**config.mk**
```make
export PLATFORM = sky130hd
export DESIGN_NAME = counter_60
export DESIGN_NICKNAME = d
export VERILOG_FILES = /design/src/rtl/counter_60_pkg.sv /design/src/rtl/mod_n_digit.sv /design/src/rtl/counter_60.sv
export SDC_FILE = /design/constraint.sdc
export NUM_CORES = 1
export LEC_CHECK = 0
export CAP_MARGIN = 15
export CORE_AREA = 2 2 39 41
export DETAILED_ROUTE_END_ITERATION = 6
export DIE_AREA = 0 0 41 43
export HOLD_SLACK_MARGIN = 0.02
export SLEW_MARGIN = 40
export SYNTH_ARGS = -nofsm -noshare
export SYNTH_HDL_FRONTEND = slang
export SYNTH_HIERARCHICAL = 1
export SYNTH_SLANG_ARGS = --single-unit
```
**constraint.sdc**
```tcl
create_clock -name clk -period 3.53 [get_ports clk]
set_input_delay 0.706 -clock clk [delete_from_list [all_inputs] [get_ports clk]]
set_output_delay 0.706 -clock clk [all_outputs]
set_load 0.01 [all_outputs]
```
**src/rtl/counter_60_pkg.sv**
```systemverilog
// Shared constants for the modulo-60 BCD counter: digit limits and register widths.
package counter_60_pkg;

    localparam int ONES_MAX = 9;
    localparam int TENS_MAX = 5;
    localparam int ONES_W   = 4;
    localparam int TENS_W   = 3;

endpackage

```
**src/rtl/mod_n_digit.sv**
```systemverilog
// Single modulo-N digit register with enable, terminal-count decode and
// recovery of out-of-range values back to zero.
module mod_n_digit #(
    parameter int N = 10,
    parameter int W = 4
) (
    input  logic         clk,
    input  logic         rst,
    input  logic         en,
    output logic [W-1:0] q,
    output logic         tc
);

    localparam logic [W-1:0] QMAX = W'(N - 1);

    // Out-of-range values clear on the next edge whether or not en is high,
    // so an upset digit never waits for its upstream carry to recover.
    always_ff @(posedge clk or negedge rst) begin
        if (!rst)
            q <= '0;
        else if (q > QMAX)
            q <= '0;
        else if (en)
            q <= (q == QMAX) ? '0 : q + W'(1);
    end

    // An illegal value can never equal QMAX, so tc stays low in that case.
    assign tc = (q == QMAX);

endmodule

```
**src/rtl/counter_60.sv**
```systemverilog
// Modulo-60 BCD counter (ones 0-9, tens 0-5) with a carry that is high
// during count 59, for cascading seconds/minutes stages.
module counter_60
    import counter_60_pkg::*;
(
    input  logic              clk,
    input  logic              rst,
    output logic [ONES_W-1:0] CNT10,
    output logic [TENS_W-1:0] CNT6,
    output logic              CAR
);

    logic ones_tc;
    logic tens_tc;

    mod_n_digit #(.N(ONES_MAX + 1), .W(ONES_W)) u_ones (
        .clk (clk),
        .rst (rst),
        .en  (1'b1),
        .q   (CNT10),
        .tc  (ones_tc)
    );

    // Tens only advances on the edge that wraps the ones digit.
    mod_n_digit #(.N(TENS_MAX + 1), .W(TENS_W)) u_tens (
        .clk (clk),
        .rst (rst),
        .en  (ones_tc),
        .q   (CNT6),
        .tc  (tens_tc)
    );

    assign CAR = ones_tc & tens_tc;

endmodule

```
[Word-level counts from Yosys, hierarchy flattened]
Index checks and enable logic that the tools add are counted.
Word-level totals
  logic and storage cells: 15
  output and inout port bits: 8
  flip-flop bits (word level): 7
  input bits: 2
Cells by class
  equal/unequal tests: 2
  add/sub/neg operators: 2
  multiplexer cells: 5
  magnitude comparators: 2
  bitwise logic cells: 1
  reductions and logical operators: 1
Operator list (number)
  $mux 3: 3
  $mux 4: 2
  $add 4x1->4 const B: 1
  $eq 4x4->1 const B: 1
  $gt 4x4->1 const B: 1
  $add 3x1->3 const B: 1
  $eq 3x3->1 const B: 1
  $gt 3x3->1 const B: 1
  $reduce_bool 2->1: 1
  $and 1x1->1: 1

[Depth between registers and ports, before layout]
Gate-level depths: netlist of the first run.
  depth in word-level cells: 4
  mapped depth: 4
  gate-level depth less buffers: 4

[By module]
Netlist of the first run, hierarchy kept.
Modules (own cells, without submodules)
  mod_n_digit at u_ones: cells each 20, times used 1, area an instance 206.4 µm²
  mod_n_digit at u_tens: cells each 13, times used 1, area an instance 146.4 µm²
  counter_60: cells each 2, times used 1, area an instance 10.0 µm²

[Least setup slack after synthesis of the first run]
No wires, ideal clock.
  kind: register -> output
  from: register u_ones.q[1]
  to: output port CAR
  cell stages (with the launch flop): 4
  path buffers: 0
  required time: 2.824 ns
  setup slack: 1.635 ns
  arrival: 1.189 ns
  cell sequence: dfrtp_1 -> or3b_1 -> nor2_1 -> and2_1
On the way
  word-level cells in the longest chain between the ends: 2
Ends and longest elaborated chain
  from (decl): RTL line mod_n_digit.sv:10  | output logic [W-1:0] q,
  from (signal assigned): RTL line mod_n_digit.sv:24  | q <= (q == QMAX) ? '0 : q + W'(1);
  $eq 4x4->1: RTL line mod_n_digit.sv:28  | assign tc = (q == QMAX);
  via ones_tc: RTL line counter_60.sv:13  | logic ones_tc;
  $and 1x1->1: RTL line counter_60.sv:33  | assign CAR = ones_tc & tens_tc;
  to (decl): RTL line counter_60.sv:10  | output logic CAR
The timed path passes the listed nets, and every way through them passes these cells.

[Worst setup path in the final report of the first run]
Same ends and word-level chain as after synthesis.

==> reports/metrics.csv, run 1 <==
stage,metric,value,unit
run_status,outcome,"complete, no violations",
worst_setup_path,Worst EP required,2820,ps
sta,Final period util,0.755,
final_layout,final instance area,514,sq um
clocking,Root Buffer,clkbuf_4,
clocking,hold_buf cts,0,
final_layout,Synth-to-Final Area Change,41.7,%
pwr,static leakage,0.222,nW
drt,first-pass iteration count of the detailed router,2,
global_route,initial antenna violation count,0,
global_route,vias in the first global route,258,
logic_synthesis,xor and xnor area share after synthesis,0,
drt,final wirelength,654,um
worst_setup_path,CP Launch Type,flip-flop,
die,CORE AREA,0.00138,sq mm
logic_synthesis,Compound-Gate Fraction of Synth Area,0.103,
drt,wire length per cell,9.62,um
final_layout,layout cells sized above 1,0.173,
drt,Post-route DRC,0,
logic_synthesis,post-synthesis sequential area ratio,0.483,
logic_synthesis,Yosys reg bits,7,
place,Port Buffers,9,
clocking,clk sinks,7,
global_route,GRT overflow,0,
logic_synthesis,post-synthesis mux area share,0.0862,
pwr,PwrDens,750,mW/mm^2
logic_synthesis,leading area contributor after synthesis,dfrtp_1,
logic_synthesis,main combinational cell family by area after synthesis,simple AND/OR/NAND/NOR gates,
global_route,largest net degree at the start of global routing,8,
clocking,CTS resizes,0,
global_route,global-route wire length before repair,1.15,mm
worst_setup_path,critical path class,reg2out,
drt,Post-DRT Antenna Nets,0,
place,Cells after DPL,64,
die,Die Y,43,um
pwr,peak supply drop,414,uV
final_layout,nets@finish,55,
logic_synthesis,Synth top area share,0.483,
logic_synthesis,Netlist Area Pre-Place,363,sq um
logic_synthesis,Post-Synth Simple-Gate Area,0.307,
place,Final GP Congestion,0.663,
clocking,Max clock buf depth,2,
worst_setup_path,Critical Path Fanout Max,7,
sta,"Slew Viols, Final",0,
sta,Final Hold Fails,0,
hold_path,Hold Path Class,reg2reg,
job,max-cap viol count,0,
final_layout,Ant. Diodes,0,
clocking,depth of the CTS H-tree,1,
drt,Iter 0 DRT Violations,2,
drt,via count,290,
die,Die ar.,0.00176,sq mm
final_layout,FILL cells,154,
clocking,Num CTS Buffers,3,
logic_synthesis,synth top area cells,"dfrtp_1 48%, mux2i_1 5.5%, nand3b_1 4.1%, nor2_1 4.1%, a211oi_2 3.4%",
clocking,"Clk pin slew, worst setup/hold paths",60,ps
place,"Cell Area, Placed",488,sq um
clocking,worst skew pair latency,250,ps
sta,setup TNS,0,ps
die,row count,14,
drt,vias per inst,4.26,
die,Die Wd,41,um
sta,Final min period,2670,ps
global_route,All-Layer GR Usage,0.103,
logic_synthesis,count of cell types in the netlist,21,
die,I/O pins,10,
logic_synthesis,YS warnings,6,
final_layout,Post-Layout Cell Count,68,
die,initial cell density of the core,0.262,
logic_synthesis,Synth Area in Adders,0,
sta,# setup viols final,0,
place,HPWL after DPL,497,um
worst_setup_path,CP arrival,1960,ps
sta,FMAX,375,MHz
clocking,CTS tree,done,
sta,Fin Clk Skew,6.43,ps
clocking,# Post-CTS Setup Buffers,0,
worst_setup_path,Crit. End Element,primary output,
sta,RSZ-0062 raised after global routing,false,
logic_synthesis,Post-Syn Instances,35,
logic_synthesis,"Avg Cell Area, Syn",10.4,sq um
final_layout,Final Util,0.372,
-- through the flow --
stage	hold WS, ps	setup slack (ps)	power (mW)
2_1_floorplan	410	1630	0.233
3_3_place_gp	522	1140	0.314
3_5_place_dp	518	1120	0.315
4_1_cts	539	839	0.393
5_1_grt	563	753	0.418
6_report	539	865	0.386
-- cell usage after synthesis (all sizes together) --
cell type and number:
dfrtp 7, nor2 4, and2 2, mux2i 2, nand2 2, nand2b 2
nand3b 2, o21ai 2, a211oi 1, a21bo 1, a21oi 1, and2b 1
and3 1, conb 1, inv 1, mux2 1, nand3 1, nand4bb 1
or2 1, or3b 1
-- state kept, by name (all words and copies together), names as in the netlist --
signal / count
u_ones/q: 4
u_tens/q: 3
-- where the power goes --
part           total [mW]  internal (mW)  switching (mW)
sequential          0.157          0.112          0.0451
clock              0.0744         0.0432          0.0312
combinational       0.154         0.0994          0.0546
-- final cells by class --
type                            instances  area, sq um  area share
Sequential cell                         7          175       0.341
Clock buffer                            4         26.3      0.0511
Tap cell                               16         20.0      0.0389
Multi-Input combinational cell         31          199       0.387
Timing Repair Buffer                    9         90.1       0.175
Inverter                                1         3.75     0.00730
-- worst paths after layout --
check | from | cells past startpoint | endpoint | slack (ps)
max | u_ones/q[1] | 4 | CAR | 860
min | u_ones/q[3] | 1 | u_ones/q[1] | 540
max reg2reg | u_ones/q[1] | 4 | u_tens/q[2] | 2040
min reg2reg | u_ones/q[3] | 1 | u_ones/q[1] | 540
max in group asynchronous | rst | 1 | u_ones/q[1] | 2550
min in group asynchronous | rst | 1 | u_ones/q[0] | 720
-- logic make-up (layout without fill, tap and decap cells) --
family / count (synthesis) / in the layout
simple gates: 18 / 18
flops: 7 / 7
compound gates: 5 / 5
mux: 3 / 3
other cells: 1 / 5
buf+inv: 1 / 14
-- placed cells by master (no fill, tap or decap) --
cell             count
a21oi_1              1
a21bo_2              1
mux2_2               1
clkdlybuf4s50_1      9
dfrtp_1              7
and2b_2              1
inv_1                1
clkbuf_4             3
and2_4               1
conb_1               5
or2_2                1
nand2_1              2
and3_1               1
nand4bb_1            1
o21ai_0              2
and2_1               1
nand3b_1             2
nand2b_1             2
mux2i_1              2
nor2_1               4
a211oi_2             1
or3b_1               1
nand3_1              1
clkbuf_1             1
-- per-layer routing --
layer / vias up / share of wire / GRT usage
met5: - / 0 / 0
met4: 0 / 0 / 0.0400
met3: 0 / 0.055 / 0.0785
met2: 6 / 0.49 / 0.122
met1: 132 / 0.46 / 0.139
li1: 152 / - / -
-- critical path, stage by stage, from the launching register on --
cell	delay [ps]
dfrtp_1	420
or3b_1	410
nor2_1	200
and2_1	160
clkdlybuf4s50_1	530
(Power assumes the default switching activity.)
==> run 2: changes to the inputs <==
==> constraint.sdc (replaced) <==
create_clock -name clk -period 2.5 [get_ports clk]
set_input_delay 0.5 -clock clk [delete_from_list [all_inputs] [get_ports clk]]
set_output_delay 0.5 -clock clk [all_outputs]
set_load 0.01 [all_outputs]
==> run 2 against run 1 <==
Effect of this change: cell area is 1.9% higher; critical path depth stayed put; largest power group is now combinational logic; clock skew is 4.5 ps lower; count of clock-buffer cells in the layout did not move; via count decreased by 1.0%; combinational power increased by 47%; register-to-register slack worse by 960 ps; global-route usage down 0.81 points; non-clock buffer count unchanged; total power is 43% higher; critical endpoint unchanged.
==> reports/metrics.csv, run 2 (same netlist as run 1, synthesis figures left out) <==
stage,metric,value,unit
run_status,outcome,"complete, no violations",
place,Final GP Congestion,0.673,
global_route,vias in the first global route,284,
clocking,depth of the CTS H-tree,1,
final_layout,final instance area,524,sq um
pwr,PwrDens,1050,mW/mm^2
worst_setup_path,Crit Reg-Reg Startpoint,u_ones/q[3],
worst_setup_path,"Slowest-stage cell, CP",clkdlybuf4s50_1,
pwr,total power,0.550,mW
final_layout,Ant. Diodes,0,
worst_setup_path,r2r setup slk,1080,ps
final_layout,Synth-to-Final Area Change,44.5,%
sta,setup TNS,0,ps
drt,first-pass iteration count of the detailed router,4,
worst_setup_path,slowest cell delay on critical path,520,ps
final_layout,layout cells sized above 1,0.212,
worst_setup_path,Reg2Reg Depth,4,
global_route,GRT overflow,0,
final_layout,max reg flops,4,
worst_setup_path,CP arrival,1890,ps
sta,RSZ-0062 raised after global routing,false,
sta,Final min period,2390,ps
final_layout,nets@finish,55,
clocking,Root Buffer,clkbuf_4,
clocking,# Post-CTS Setup Buffers,0,
final_layout,Largest Register,u_ones/q,
final_layout,"top library cells by usage in the layout, fill and taps aside","9 x clkdlybuf4s50_1, 7 x dfrtp_1, 5 x conb_1",
final_layout,area of the multi-input gates,209,sq um
clocking,Num CTS Buffers,3,
final_layout,Post-Layout Cell Count,68,
drt,Post-DRT Antenna Nets,0,
die,Die Y,43,um
drt,wire length per cell,9.75,um
die,row count,14,
clocking,Max clock buf depth,2,
global_route,global-route wire length before repair,1.10,mm
sta,Fin Clk Skew,1.90,ps
final_layout,Regs by FF count,"u_ones/q: 4 flops, u_tens/q: 3 flops",
place,Port Buffers,9,
die,Die Wd,41,um
worst_setup_path,Crit. End Element,primary output,
worst_setup_path,r2r endpoint,u_tens/q[2],
hold_path,Hold Path Class,in2async,
worst_setup_path,CP Launch Type,flip-flop,
drt,via count,287,
place,"Cell Area, Placed",488,sq um
global_route,initial antenna violation count,0,
place,Cells after DPL,64,
sta,"Slew Viols, Final",0,
worst_setup_path,crit-path cells,or3b_4 -> nor2_4 -> and2_1 -> clkdlybuf4s50_1,
drt,final wirelength,663,um
clocking,"Clk pin slew, worst setup/hold paths",50,ps
final_layout,Final Util,0.379,
final_layout,register area,175,sq um
drt,Iter 0 DRT Violations,3,
sta,Final period util,0.958,
pwr,static leakage,0.224,nW
global_route,largest net degree at the start of global routing,8,
final_layout,"most common cell after layout, fill and taps aside",clkdlybuf4s50_1,
die,initial cell density of the core,0.262,
sta,FMAX,418,MHz
worst_setup_path,Worst EP required,2000,ps
job,max-cap viol count,0,
drt,top layer in use,met3,
die,CORE AREA,0.00138,sq mm
drt,Metal-1 WL,315,um
drt,met3 wire length,40,um
drt,Post-route DRC,0,
clocking,CTS tree,done,
final_layout,FILL cells,151,
sta,Final Hold Fails,0,
die,I/O pins,10,
worst_setup_path,critical path class,reg2out,
global_route,All-Layer GR Usage,0.0951,
drt,Met2 Wirelength,307,um
die,Die ar.,0.00176,sq mm
drt,vias per inst,4.22,
pwr,peak supply drop,543,uV
clocking,clk sinks,7,
clocking,worst skew pair latency,250,ps
worst_setup_path,Critical Path Fanout Max,7,
sta,# setup viols final,0,
run 2: worst max path at each step:
stage                     cells after the start  slack, ps        start  end
after floorplan                               3        810  u_ones/q[1]  CAR
after global placement                        4        300  u_ones/q[1]  CAR
after detailed placement                      4        300  u_ones/q[3]  CAR
after CTS                                     4         20  u_ones/q[3]  CAR
after global routing                          4         20  u_ones/q[1]  CAR
final                                         4        110  u_ones/q[3]  CAR
run 2: timing repair:
item,CTS,global route
gates resized for setup,0,3
setup endpoints to repair,0,1
hold buffers,0,0
run 2: worst max-delay path: cells and delay by family, from the launching register on:
family                 cells  cell delay (ps)
buffers and inverters      1              520
and+or+nand+nor            3              680
DFF                        1              440
run 2: area by class of cell:
type,instances,share of cell area
Clock buffer,4,0.0501
Inverter,1,0.00716
Multi-Input combinational cell,31,0.399
Sequential cell,7,0.334
Tap cell,16,0.0382
Timing Repair Buffer,9,0.172
run 2: through the flow:
| step | hold slack, ps | setup WS (ps) |
|---|---|---|
| after global routing | 539 | 23.9 |
| after global placement | 537 | 304 |
| final | 517 | 106 |
| after floorplan | 204 | 811 |
| after CTS | 518 | 16.8 |
| after detailed placement | 537 | 298 |
run 2: metal layers:
metal / track usage / vias to the layer above
met1: 0.122 / 133
met5: 0 / -
met3: 0.0628 / 0
li1: - / 149
met2: 0.122 / 5
met4: 0.0400 / 0
run 2: where the power goes:
part / internal [mW] / switching (mW)
Clock: 0.0607 / 0.0385
Sequential: 0.158 / 0.0662
Combinational: 0.143 / 0.0831
